==> config.mk <==
export PLATFORM = sky130hd
export DESIGN_NAME = mdu_sequencer
export DESIGN_NICKNAME = d
export VERILOG_FILES = /design/src/rtl/mdu_pkg.sv /design/src/rtl/mdu_datapath.sv /design/src/rtl/mdu_sequencer.sv
export SDC_FILE = /design/constraint.sdc
export NUM_CORES = 1
export LEC_CHECK = 0
export CORE_MARGIN = 5
export CORE_UTILIZATION = 50
export CTS_CLUSTER_SIZE = 30
export DETAILED_ROUTE_END_ITERATION = 10
export GPL_TIMING_DRIVEN = 0
export PLACE_DENSITY = 0.75
export REMOVE_ABC_BUFFERS = 1
export SLEW_MARGIN = 0
export SYNTH_ARGS = -nofsm -noshare
export SYNTH_HDL_FRONTEND = slang
export SYNTH_SLANG_ARGS = --single-unit
==> constraint.sdc <==
create_clock -name clk -period 6 [get_ports clk]
set_clock_uncertainty 0.1 [all_clocks]
set_input_delay 0.6 -clock clk [delete_from_list [all_inputs] [get_ports clk]]
set_output_delay 0.6 -clock clk [all_outputs]
set_load 0.02 [all_outputs]
==> src/rtl/mdu_pkg.sv <==
// Shared types and constants for the multiply/divide sequencer.
// The divide path is built only when MDU_DIV_EN is defined.
package mdu_pkg;

    localparam int MDU_XLEN = 32;
    localparam int MDU_RAW  = 4;

    typedef enum logic [2:0] {
        IDLE,
        PREP,
        ITER,
        FIX,
        WB_LO,
        WB_HI
    } state_t;

    localparam logic [1:0] MDU_MUL = 2'b00;
    localparam logic [1:0] MDU_MLA = 2'b01;
    localparam logic [1:0] MDU_DIV = 2'b10;

endpackage

==> src/rtl/mdu_datapath.sv <==
// Product/remainder register with shift-add, restoring-subtract and sign fix-up.
// Divider logic exists only when MDU_DIV_EN is defined.
module mdu_datapath
    import mdu_pkg::*;
#(
    parameter int XLEN = MDU_XLEN
) (
    input  logic              clk,
    input  logic              reset,
    input  logic              capture,
    input  logic              load,
    input  logic              step,
    input  logic              fix,
    input  logic              is_div,
    input  logic              is_mla,
    input  logic              is_long,
    input  logic              is_signed,
    input  logic [XLEN-1:0]   opa,
    input  logic [XLEN-1:0]   opb,
    input  logic [2*XLEN-1:0] acc,
`ifdef MDU_DIV_EN
    output logic              b_zero,
`endif
    output logic [XLEN-1:0]   fix_lo,
    output logic [XLEN-1:0]   res_hi
);

    logic [XLEN-1:0]   a_r;
    logic [XLEN-1:0]   b_r;
    logic [2*XLEN-1:0] acc_r;
    logic [XLEN-1:0]   opnd;
    logic [2*XLEN-1:0] prod;
    logic              neg_lo;
    logic [XLEN:0]     add_sum;
    logic [2*XLEN-1:0] prod_s;
    logic [2*XLEN-1:0] acc_eff;
    logic [2*XLEN-1:0] fix_val;

    function automatic logic [XLEN-1:0] neg1(input logic [XLEN-1:0] v);
        return (~v) + {{(XLEN-1){1'b0}}, 1'b1};
    endfunction

    function automatic logic [2*XLEN-1:0] neg2(input logic [2*XLEN-1:0] v);
        return (~v) + {{(2*XLEN-1){1'b0}}, 1'b1};
    endfunction

    function automatic logic [XLEN-1:0] mag(input logic [XLEN-1:0] v, input logic sgn);
        return (sgn && v[XLEN-1]) ? neg1(v) : v;
    endfunction

    assign add_sum = {1'b0, prod[2*XLEN-1:XLEN]} + {1'b0, opnd};

`ifdef MDU_DIV_EN
    logic          neg_hi;
    logic [XLEN:0] sub_diff;

    assign b_zero   = (b_r == '0);
    // Remainder is shifted left before the trial subtract, so it needs one extra bit.
    assign sub_diff = prod[2*XLEN-1:XLEN-1] - {1'b0, opnd};
`endif

    always_comb begin
        prod_s  = neg_lo ? neg2(prod) : prod;
        acc_eff = is_long ? acc_r : {{XLEN{1'b0}}, acc_r[XLEN-1:0]};
        fix_val = prod_s + (is_mla ? acc_eff : {(2*XLEN){1'b0}});
`ifdef MDU_DIV_EN
        if (is_div) begin
            fix_val = {neg_hi ? neg1(prod[2*XLEN-1:XLEN]) : prod[2*XLEN-1:XLEN],
                       neg_lo ? neg1(prod[XLEN-1:0])      : prod[XLEN-1:0]};
        end
`endif
    end

    assign fix_lo = fix_val[XLEN-1:0];
    assign res_hi = prod[2*XLEN-1:XLEN];

    always_ff @(posedge clk) begin
        if (!reset) begin
            a_r    <= '0;
            b_r    <= '0;
            acc_r  <= '0;
            opnd   <= '0;
            prod   <= '0;
            neg_lo <= 1'b0;
`ifdef MDU_DIV_EN
            neg_hi <= 1'b0;
`endif
        end else begin
            if (capture) begin
                a_r   <= opa;
                b_r   <= opb;
                acc_r <= acc;
            end
            if (load) begin
                if (is_div) begin
`ifdef MDU_DIV_EN
                    opnd   <= mag(b_r, is_signed);
                    neg_lo <= is_signed & (a_r[XLEN-1] ^ b_r[XLEN-1]);
                    neg_hi <= is_signed & a_r[XLEN-1];
                    // Zero divisor skips the iterations: quotient all-ones, remainder raw dividend.
                    prod   <= b_zero ? {a_r, {XLEN{1'b1}}}
                                     : {{XLEN{1'b0}}, mag(a_r, is_signed)};
`else
                    prod   <= '0;
`endif
                end else begin
                    opnd   <= mag(a_r, is_signed);
                    prod   <= {{XLEN{1'b0}}, mag(b_r, is_signed)};
                    neg_lo <= is_signed & (a_r[XLEN-1] ^ b_r[XLEN-1]);
                end
            end
            if (step) begin
                if (is_div) begin
`ifdef MDU_DIV_EN
                    if (sub_diff[XLEN]) begin
                        prod <= {prod[2*XLEN-2:0], 1'b0};
                    end else begin
                        prod <= {sub_diff[XLEN-1:0], prod[XLEN-2:0], 1'b1};
                    end
`endif
                end else if (prod[0]) begin
                    prod <= {add_sum, prod[XLEN-1:1]};
                end else begin
                    prod <= {1'b0, prod[2*XLEN-1:1]};
                end
            end
            if (fix) begin
                prod <= fix_val;
            end
        end
    end

endmodule

==> src/rtl/mdu_sequencer.sv <==
// Multicycle multiply/divide sequencer: FSM, iteration counter and register-file write port.
// Define MDU_DIV_EN to build the divide path and div_zero flag.
//
// state | meaning
// IDLE  | waiting for start; operands captured on acceptance
// PREP  | magnitudes and result signs latched
// ITER  | XLEN shift-add or restoring-divide steps
// FIX   | sign fix-up and accumulate
// WB_LO | write lo word / quotient to rd_lo
// WB_HI | write hi word / remainder to rd_hi (long only)
module mdu_sequencer
    import mdu_pkg::*;
#(
    parameter int XLEN = MDU_XLEN,
    parameter int RAW  = MDU_RAW
) (
    input  logic              clk,
    input  logic              reset,
    input  logic              start,
    input  logic [1:0]        op,
    input  logic              is_long,
    input  logic              is_signed,
    input  logic [XLEN-1:0]   opa,
    input  logic [XLEN-1:0]   opb,
    input  logic [2*XLEN-1:0] acc,
    input  logic [RAW-1:0]    rd_lo,
    input  logic [RAW-1:0]    rd_hi,
    output logic              stall,
    output logic              busy,
    output logic              we,
    output logic [RAW-1:0]    wa,
    output logic [XLEN-1:0]   wd,
    output logic              done,
    output logic              div_zero
);

    localparam int            CW       = $clog2(XLEN);
    localparam logic [CW-1:0] CNT_LAST = CW'(XLEN - 1);

    state_t          state;
    logic [CW-1:0]   count;
    logic [1:0]      op_q;
    logic            long_q;
    logic            signed_q;
    logic [RAW-1:0]  rd_lo_q;
    logic [RAW-1:0]  rd_hi_q;
    logic [XLEN-1:0] fix_lo;
    logic [XLEN-1:0] res_hi;
    logic            is_div;
    logic            is_mla;
    logic            capture;

    assign busy    = (state != IDLE);
    assign stall   = start | busy;
    assign is_div  = (op_q == MDU_DIV);
    assign is_mla  = (op_q == MDU_MLA);
    assign capture = (state == IDLE) & start;

`ifdef MDU_DIV_EN
    logic b_zero;
    logic dz_q;
    assign div_zero = dz_q;
`else
    assign div_zero = 1'b0;
`endif

    mdu_datapath #(.XLEN(XLEN)) u_datapath (
        .clk       (clk),
        .reset     (reset),
        .capture   (capture),
        .load      (state == PREP),
        .step      (state == ITER),
        .fix       (state == FIX),
        .is_div    (is_div),
        .is_mla    (is_mla),
        .is_long   (long_q),
        .is_signed (signed_q),
        .opa       (opa),
        .opb       (opb),
        .acc       (acc),
`ifdef MDU_DIV_EN
        .b_zero    (b_zero),
`endif
        .fix_lo    (fix_lo),
        .res_hi    (res_hi)
    );

    always_ff @(posedge clk) begin
        if (!reset) begin
            state    <= IDLE;
            count    <= '0;
            we       <= 1'b0;
            done     <= 1'b0;
            wa       <= '0;
            wd       <= '0;
            op_q     <= MDU_MUL;
            long_q   <= 1'b0;
            signed_q <= 1'b0;
            rd_lo_q  <= '0;
            rd_hi_q  <= '0;
`ifdef MDU_DIV_EN
            dz_q     <= 1'b0;
`endif
        end else begin
            we   <= 1'b0;
            done <= 1'b0;
            case (state)
                IDLE: begin
                    if (start) begin
                        op_q     <= op;
                        signed_q <= is_signed;
                        rd_lo_q  <= rd_lo;
                        rd_hi_q  <= rd_hi;
`ifdef MDU_DIV_EN
                        long_q   <= is_long;
                        dz_q     <= 1'b0;
`else
                        // Without a divider, op=DIV only ever writes rd_lo.
                        long_q   <= is_long & (op != MDU_DIV);
`endif
                        state    <= PREP;
                    end
                end
                PREP: begin
                    count <= '0;
                    state <= ITER;
                    if (is_div) begin
`ifdef MDU_DIV_EN
                        if (b_zero) begin
                            dz_q  <= 1'b1;
                            state <= WB_LO;
                            we    <= 1'b1;
                            wa    <= rd_lo_q;
                            wd    <= {XLEN{1'b1}};
                            done  <= ~long_q;
                        end
`else
                        state <= WB_LO;
                        we    <= 1'b1;
                        wa    <= rd_lo_q;
                        wd    <= '0;
                        done  <= 1'b1;
`endif
                    end
                end
                ITER: begin
                    count <= count + 1'b1;
                    if (count == CNT_LAST) begin
                        state <= FIX;
                    end
                end
                FIX: begin
                    state <= WB_LO;
                    we    <= 1'b1;
                    wa    <= rd_lo_q;
                    wd    <= fix_lo;
                    done  <= ~long_q;
                end
                WB_LO: begin
                    if (long_q) begin
                        state <= WB_HI;
                        we    <= 1'b1;
                        wa    <= rd_hi_q;
                        wd    <= res_hi;
                        done  <= 1'b1;
                    end else begin
                        state <= IDLE;
                    end
                end
                WB_HI: begin
                    state <= IDLE;
                end
                default: begin
                    state <= IDLE;
                end
            endcase
        end
    end

endmodule
After elaboration in Yosys (flattened, before gate mapping). Cells that the tools add are included.

Bits in registers: 283. Input bits: 143. Output and inout port bits: 41. Logic and storage cells: 82.

$add $sub $neg: 6. Equal/unequal tests: 12. Multiplexer cells: 27. Bitwise gates (word level): 10. Reduce and logical (&&, ||, !) cells: 10.

Operators with widths (number): $mux W64 (8); $mux W32 (5); $pmux W32 S3 (1); $add A32 B1 Y32 const B (2); $add A64 B1 Y64 const B (1); $add A64 B64 Y64 (1); $not A32 Y32 (2); $not A64 Y64 (1); $add A32 B32 Y33 (1); $pmux W3 S5 (1); $mux W3 (4); $pmux W4 S3 (1); $ne A2 B2 Y1 const B (5); $pmux W5 S2 (1); $mux W4 (2); $eq A3 B2 Y1 const B (2); $pmux W1 S3 (2); $reduce_and A2 Y1 (3); $reduce_bool A3 Y1 (2); $add A5 B1 Y5 const B (1); $eq A5 B5 Y1 const B (1); $and A1 B1 Y1 (3); $eq A3 B1 Y1 const B (1); $eq A3 B3 Y1 const B (1); 10 further kinds (13).

Longest topological paths before layout. Gate-level depths: netlist (run 1).

Depth after elaboration: 8. Depth in mapped cells: 25. Gate-level depth less buffers: 22.

Cells and area by module. From an unflattened synthesis (run 1), not the netlist that was laid out.

Cells, all modules: 2488. Area total of the unflattened synthesis: 19960.4 sq um.

By module, submodules not included: mdu_datapath (instances 1, cells each 2192, area an instance 17229.0 sq um); mdu_sequencer (instances 1, cells each 296, area an instance 2731.4 sq um).

Least setup slack after synthesis (run 1). Ideal clock, no wire load.

Path type: register -> register. From: register u_datapath.prod[0]. To: register u_datapath.prod[60]. Library setup time: 0.115 ns. Data arrival time: 5.030 ns. Required time: 5.785 ns. Slack: 0.755 ns. Cell stages (with the launch flop): 24. Period minus slack after synthesis: 5.245 ns. Cells stage by stage: dfxtp_1 clkbuf_1 inv_1 clkbuf_1 ha_1 nand2b_1 or3_1 nand2b_4 or2_1 nor3_1 nand4_1 or4_4 o31ai_2 xnor2_1 ha_1 clkbuf_1 nand4_1 nor3_1 a21oi_1 o21ai_0 mux2i_1 o31a_1 o311ai_0 o21a_1.

Cells in the longest elaborated chain, start to end: 5.

Ends and longest elaborated chain: start, declared (RTL line mdu_datapath.sv:32) `logic [2*XLEN-1:0] prod;`; start signal, assigned (RTL line mdu_datapath.sv:108) `prod <= {{XLEN{1'b0}}, mag(b_r, is_signed)};`; start signal, assigned (RTL line mdu_datapath.sv:122) `prod <= {add_sum, prod[XLEN-1:1]};`; start signal, assigned (RTL line mdu_datapath.sv:124) `prod <= {1'b0, prod[2*XLEN-1:1]};`; $not A64 Y64 (RTL line mdu_datapath.sv:44) `return (~v) + {{(2*XLEN-1){1'b0}}, 1'b1};`; $add A64 B1 Y64 (RTL line mdu_datapath.sv:44); $mux W64 (RTL line mdu_datapath.sv:63) `prod_s = neg_lo ? neg2(prod) : prod;`; $add A64 B64 Y64 (RTL line mdu_datapath.sv:65) `fix_val = prod_s + (is_mla ? acc_eff : {(2*XLEN){1'b0}});`; $mux W64 * (RTL line mdu_datapath.sv:127) `if (fix) begin`.

Mark *: on every way between the ends. The rest lies on a longest branch, timed or not. A chain may end at the register's enable or synchronous reset.

Final worst setup path (run 1).
From: register u_datapath.prod[3]. To: register u_datapath.prod[57].

Cells in the longest elaborated chain, start to end: 5.

Ends and longest elaborated chain (RTL line): $not A64 Y64 (mdu_datapath.sv:44); $add A64 B1 Y64 (mdu_datapath.sv:44); $mux W64 * (mdu_datapath.sv:63); $add A64 B64 Y64 * (mdu_datapath.sv:65); $mux W64 * (mdu_datapath.sv:127).

Marked as above.

==> impl_metrics.env, run 1 <==
export IMPL_overflow=0
export IMPL_synth_common_cells="461 x nand2_1, 354 x a21oi_1, 283 x dfxtp_1, 184 x o21ai_0, 174 x clkbuf_1"
export IMPL_dp_cells=3190
export IMPL_max_vdd_ir_drop_mv=0.233
export IMPL_synth_top_cell_area_share_pct=29.0
export IMPL_cts_root_buffer_cell="clkbuf_16"
export IMPL_synth_area_leaders="dfxtp_1 29%, a21oi_1 9.1%, nand2_1 8.9%, ha_1 6.5%, xnor2_1 6.1%"
export IMPL_critPathMaxFanout=7
export IMPL_async_reset_ff_share_pct=0
export IMPL_route_top_layer_used="met4"
export IMPL_start_kind="register"
export IMPL_status="complete, no violations"
export IMPL_htreeDepth=1
export IMPL_grt_pass1_wl_mm=102
export IMPL_post_route_period_util_pct=95.8
export IMPL_place_hpwl_mm=49.0
export IMPL_core_area_um2=38600
export IMPL_wl_met2_mm=28.9
export IMPL_grt_usage_pct=28.6
export IMPL_synth_seq_area_share_pct=29.0
export IMPL_drtPass1Iterations=6
export IMPL_worst_slack_ns=0.255
export IMPL_maxCapViolations=0
export IMPL_drc_errors=0
export IMPL_die_w_um=208
export IMPL_grt_pass1_vias=18340
export IMPL_yosysMostFrequentCell="nand2_1"
export IMPL_critical_path_required_ns=6.34
export IMPL_synth_edf_count=0
export IMPL_finalSetupViolCount=0
export IMPL_antenna_left=0
export IMPL_avgSynthCellArea_um2=7.33
export IMPL_gp_congestion=0.938
export IMPL_worst_setup_path_end_kind="register"
export IMPL_grt_max_degree=131
export IMPL_path_clk_slew_ns=0.07
export IMPL_syn_inst=2663
export IMPL_post_route_min_period_ns=5.75
export IMPL_wl_met1_mm=29.7
export IMPL_clockBufferDepth=3
export IMPL_fin_nets=2953
export IMPL_rsz0062_at_grt="no"
export IMPL_ios=184
export IMPL_drt_iter0_drc=1837
export IMPL_worst_setup_path_type="register to register"
export IMPL_leakagePower_nw=8.67
export IMPL_vias=19716
export IMPL_synth_area_um2=19500
export IMPL_yosysTopAreaCell="dfxtp_1"
export IMPL_syn2layout_area_growth_pct=16.9
export IMPL_routedWlPerCell_um=20.2
export IMPL_drive_gt1_share_pct=4.40
export IMPL_final_hold_violation_count=0
export IMPL_cts_sinks=283
export IMPL_fmax_mhz=174
export IMPL_antenna_found_initial=1
export IMPL_place_ws_ns=-0.644
export IMPL_pwr_density_cell_nw_per_um2=235
export IMPL_worstMarginPinSlew_ns=1.27
export IMPL_hold_class="register to register"
export IMPL_dieArea_um2=43100
export IMPL_drt_wl_total_mm=65.6
export IMPL_start_util_pct=50.5
export IMPL_die_h_um=208
export IMPL_wl_met3_mm=4.96
export IMPL_slew_viol_final=0
export IMPL_crit_arrival_ns=6.09
export IMPL_clk_insertion_delay_late_ns=0.60
export IMPL_max_slew_margin_pct=15.4
export IMPL_ys_flop_type="dfxtp_1"
export IMPL_cts_made_buffers=31
export IMPL_ys_seq_elements=283
export IMPL_yosysWarnings=0
export IMPL_utilization_pct=59.0
export IMPL_fin_cells=3248
export IMPL_avgViaCountPerCell=6.07
export IMPL_placementRows=72
export IMPL_cts_tree="done"
export IMPL_tns_ns=0
export IMPL_diodes=0
export IMPL_port_buffer_count=182
export IMPL_ys_types=80
-- sequential cells by signal, indices dropped and copies added, names as in the netlist --
register / flops
long_q: 1
u_datapath.a_r: 32
u_datapath.b_r: 32
wa: 4
rd_hi_q: 4
state: 3
count: 5
we: 1
u_datapath.neg_lo: 1
rd_lo_q: 4
signed_q: 1
done: 1
wd: 32
u_datapath.prod: 64
op_q: 2
u_datapath.opnd: 32
u_datapath.acc_r: 64
-- metal layers --
metal  up-vias  GRT usage, %
li1       9600             -
met1      9237          40.6
met2       767          45.3
met3       112          4.08
met4         0          8.80
met5         -             0
-- critical path, stage by stage (launching register included) --
cell and delay (ns):
dfxtp_1 0.38, or4_4 0.57, or3_1 0.42, nand2b_4 0.24
or3_1 0.46, or2_1 0.34, or4_1 0.50, o31ai_1 0.27
xnor2_1 0.18, ha_1 0.33, inv_1 0.14, nor3_1 0.10
nor2b_1 0.14, a31o_2 0.21, a41oi_1 0.36, nand2_1 0.20
a21boi_0 0.27, xor2_1 0.26, o22ai_1 0.13
-- stage by stage --
stage	power, W	hold slack [ns]	area, µm²
after floorplan	0.00283	0.332	18800
after global placement	0.00323	0.340	21300
after detailed placement	0.00324	0.344	21600
after CTS	0.00535	0.353	22700
after global routing	0.00557	0.372	22800
final	0.00535	0.351	22800
-- cells in the final DEF (no fill, tap or decap), types with 41 or more instances in the layout --
cell type        count
nand2_1            459
a21oi_1            352
dfxtp_1            281
o21ai_0            182
clkdlybuf4s50_1    181
nor2_1             150
xnor2_1            136
ha_1               100
xor2_1              60
nand3_1             52
inv_1               51
and3_1              45
a31oi_1             43
and2_1              41
-- report_power, final --
| group | switching, W | total (W) | internal (W) | leakage, nW |
|---|---|---|---|---|
| registers | 0.000136 | 0.00214 | 0.00201 | 2.31 |
| logic | 0.000647 | 0.00109 | 0.000439 | 5.81 |
| clock network | 0.000814 | 0.00212 | 0.00130 | 0.547 |
-- path summary, 6_finish.rpt --
check	start	to	slack, ns	cells after the start
setup / recovery	u_datapath.prod[3]$_SDFF_PN0_	u_datapath.prod[57]$_SDFF_PN0_	0.25	18
hold / removal	u_datapath.acc_r[53]$_SDFFE_PN0P_	u_datapath.acc_r[53]$_SDFFE_PN0P_	0.35	2
setup reg to reg	u_datapath.prod[3]$_SDFF_PN0_	u_datapath.prod[57]$_SDFF_PN0_	0.25	18
hold reg to reg	u_datapath.acc_r[53]$_SDFFE_PN0P_	u_datapath.acc_r[53]$_SDFFE_PN0P_	0.35	2
-- final cells by class --
type	count	area, µm²
repair buffers	197	2100
clock inverters	15	259
inverters	53	210
well taps	518	648
clock buffers	41	863
fillers	3544	15800
multi-input cells	2141	13100
flip-flops and latches	283	5670
-- repair_timing --
action                                  4_1_cts  5_1_grt
endpoints found under the hold margin         0        0
endpoints found under the setup margin       23        9
resized for setup                             3       13
pin swaps                                     0        0
hold buffers                                  0        0
setup buffers                                 1        0
-- kinds of logic (layout without fill, tap and decap cells) --
kind of cell | after synthesis | after routing | share of synthesized area (%)
and+or+nand+nor | 945 | 945 | 22.5
AOI/OAI and AO/OA | 875 | 875 | 27.2
DFF | 283 | 283 | 29.0
buffers and inverters | 239 | 306 | 4.65
xor gates and xnor gates | 196 | 196 | 8.80
adders and majority gates | 103 | 103 | 6.68
muxes | 21 | 21 | 1.09
other | 1 | 1 | 0.0192
No activity file was read; power rests on OpenSTA's default activity.
==> inputs of run 2 (changes only) <==
CORE_UTILIZATION = 36   (was 50)
CTS_CLUSTER_DIAMETER = 60   (was not set)
PLACE_DENSITY = 0.58   (was 0.75)
SETUP_SLACK_MARGIN = 0.3   (was not set)
==> run 2 against run 1 <==
Routed wire length is 5.0% higher. Die area increased by 37%. Sequential share of layout area down 0.32 points. Flip-flop and latch count unchanged. Worst setup slack better by 0.12 ns. Critical path depth is 1 higher. Power decreased by 1.3%. Critical endpoint is now u_datapath.prod[60]$_SDFF_PN0_. Highest routed layer unchanged. Combinational power hardly changed. Non-clock buffer count is 1 higher.
==> impl_metrics.env, run 2 (same netlist as run 1, synthesis figures left out) <==
export IMPL_routedWlPerCell_um=20.1
export IMPL_die_h_um=243
export IMPL_fill_cells=5551
export IMPL_grt_pass1_wl_mm=107
export IMPL_dpl_cell_area_um2=21800
export IMPL_overflow=0
export IMPL_worst_setup_path_type="register to register"
export IMPL_finalSetupViolCount=0
export IMPL_drt_wl_total_mm=68.8
export IMPL_dieArea_um2=59000
export IMPL_path_clk_slew_ns=0.07
export IMPL_place_hpwl_mm=52.8
export IMPL_worstMarginPinSlew_ns=1.34
export IMPL_cp_depth=19
export IMPL_crit_slowest_cell="or4_4"
export IMPL_port_buffer_count=182
export IMPL_final_cell_mix="458 x nand2_1, 350 x a21oi_1, 281 x dfxtp_1, 182 x o21ai_0, 181 x clkdlybuf4s50_1"
export IMPL_htreeDepth=1
export IMPL_r2r_start="u_datapath.prod[3]$_SDFF_PN0_"
export IMPL_start_kind="register"
export IMPL_worst_setup_path_end_kind="register"
export IMPL_design_area_um2=23100
export IMPL_placementRows=85
export IMPL_leakagePower_nw=8.68
export IMPL_critPathLaunch="u_datapath.prod[3]$_SDFF_PN0_"
export IMPL_antenna_found_initial=0
export IMPL_place_ws_ns=-0.616
export IMPL_tns_ns=0
export IMPL_die_w_um=243
export IMPL_reg_top3="u_datapath.acc_r x64, u_datapath.prod x64"
export IMPL_gp_congestion=0.967
export IMPL_cts_sinks=283
export IMPL_status="complete, no violations"
export IMPL_maxCapViolations=0
export IMPL_pwr_density_cell_nw_per_um2=229
export IMPL_grt_max_degree=138
export IMPL_antenna_left=0
export IMPL_critPathMaxFanout=7
export IMPL_slew_viol_final=0
export IMPL_ff2ff_setup_slack_ns=0.38
export IMPL_utilization_pct=42.9
export IMPL_grt_usage_pct=22.1
export IMPL_final_hold_violation_count=0
export IMPL_critical_path_required_ns=6.40
export IMPL_syn2layout_area_growth_pct=18.4
export IMPL_cp_buffers_inverters=0
export IMPL_post_route_min_period_ns=5.62
export IMPL_cts_made_buffers=31
export IMPL_critical_path_max_stage_delay_ns=0.59
export IMPL_core_area_um2=53800
export IMPL_fin_nets=2954
export IMPL_start_util_pct=36.3
export IMPL_total_power_w=0.00528
export IMPL_cts_tree="done"
export IMPL_clockBufferDepth=3
export IMPL_crit_arrival_ns=6.02
export IMPL_ff2ff_path_depth=19
export IMPL_fmax_mhz=178
export IMPL_layout_commonest_cell="nand2_1"
export IMPL_ios=184
export IMPL_cp_cell_sequence="or4_4 > or3_4 > nand2b_4 > or2_1 > nor3_2 > nand4_1 > or4_4 > nand2_1 > xnor2_1 > ha_4 > a21o_1 > a21oi_2 > nor2_1 > a2111oi_2 > o21ai_1 > mux2i_1 > o31a_1 > o311ai_0 > o21a_1"
export IMPL_diodes=0
export IMPL_cts_root_buffer_cell="clkbuf_16"
export IMPL_max_slew_margin_pct=10.6
export IMPL_avgViaCountPerCell=5.67
export IMPL_grt_pass1_vias=18438
export IMPL_worst_slack_ns=0.378
export IMPL_drtPass1Iterations=7
export IMPL_vias=19429
export IMPL_clk_insertion_delay_late_ns=0.62
export IMPL_post_route_period_util_pct=93.7
export IMPL_worstSetupEndpoint="u_datapath.prod[60]$_SDFF_PN0_"
export IMPL_hold_class="register to register"
export IMPL_max_vdd_ir_drop_mv=0.211
export IMPL_rsz0062_at_grt="yes"
export IMPL_path_common_cell="or4_4"
export IMPL_drc_errors=0
export IMPL_drt_iter0_drc=1572
export IMPL_drive_gt1_share_pct=4.98
export IMPL_path_delay_family="simple AND/OR/NAND/NOR gates"
export IMPL_rr_endpoint="u_datapath.prod[60]$_SDFF_PN0_"
-- run 2: where the power goes --
group / total [W] / switching, W / internal [W]
Combinational: 0.00107 / 0.000633 / 0.000440
Sequential: 0.00214 / 0.000137 / 0.00201
Clock: 0.00206 / 0.000982 / 0.00108
-- run 2: worst min-delay path: cells and delay by family, from the launching register on --
family          cells  cell delay (ns)
simple gates        1             0.05
compound gates      1             0.05
flops               1             0.31
-- run 2: worst min path at each step --
stage          cells past startpoint                              start                           endpoint  slack (ns)
3_3_place_gp                       2            rd_lo_q[2]$_SDFFE_PN0P_            rd_lo_q[2]$_SDFFE_PN0P_        0.34
2_1_floorplan                      2   u_datapath.acc_r[0]$_SDFFE_PN0P_   u_datapath.acc_r[0]$_SDFFE_PN0P_        0.33
6_report                           2  u_datapath.acc_r[25]$_SDFFE_PN0P_  u_datapath.acc_r[25]$_SDFFE_PN0P_        0.35
5_1_grt                            2  u_datapath.acc_r[63]$_SDFFE_PN0P_  u_datapath.acc_r[63]$_SDFFE_PN0P_        0.37
4_1_cts                            2   u_datapath.acc_r[3]$_SDFFE_PN0P_   u_datapath.acc_r[3]$_SDFFE_PN0P_        0.36
3_5_place_dp                       2   u_datapath.acc_r[3]$_SDFFE_PN0P_   u_datapath.acc_r[3]$_SDFFE_PN0P_        0.34
-- run 2: timing repair --
item	4_1_cts	5_1_grt
pin swaps	0	1
buffers inserted	1	1
gates resized for setup	11	20
hold buffers	0	0
endpoints found under the setup margin	25	19
-- run 2: per-layer routing --
layer,part of all wire [%],global-route usage (%)
met1,48,32.2
met5,0,0
met3,6.6,3.41
met2,43,34.3
met4,2.4,5.51
-- run 2: layout make-up --
class                   count  area, µm²  share of cell area, %
clock buffers              34        807                   3.49
flip-flops and latches    283       5670                   24.5
clock inverters            24        304                   1.32
multi-input cells        2141      13100                   56.8
well taps                 696        871                   3.77
repair buffers            198       2120                   9.16
inverters                  53        210                  0.910
-- run 2: metrics by stage --
stage / hold slack (ns) / instances
2_1_floorplan: 0.332 / 2477
3_3_place_gp: 0.341 / 3355
5_1_grt: 0.371 / 3429
3_5_place_dp: 0.345 / 3369
4_1_cts: 0.355 / 3428
6_report: 0.353 / 3429
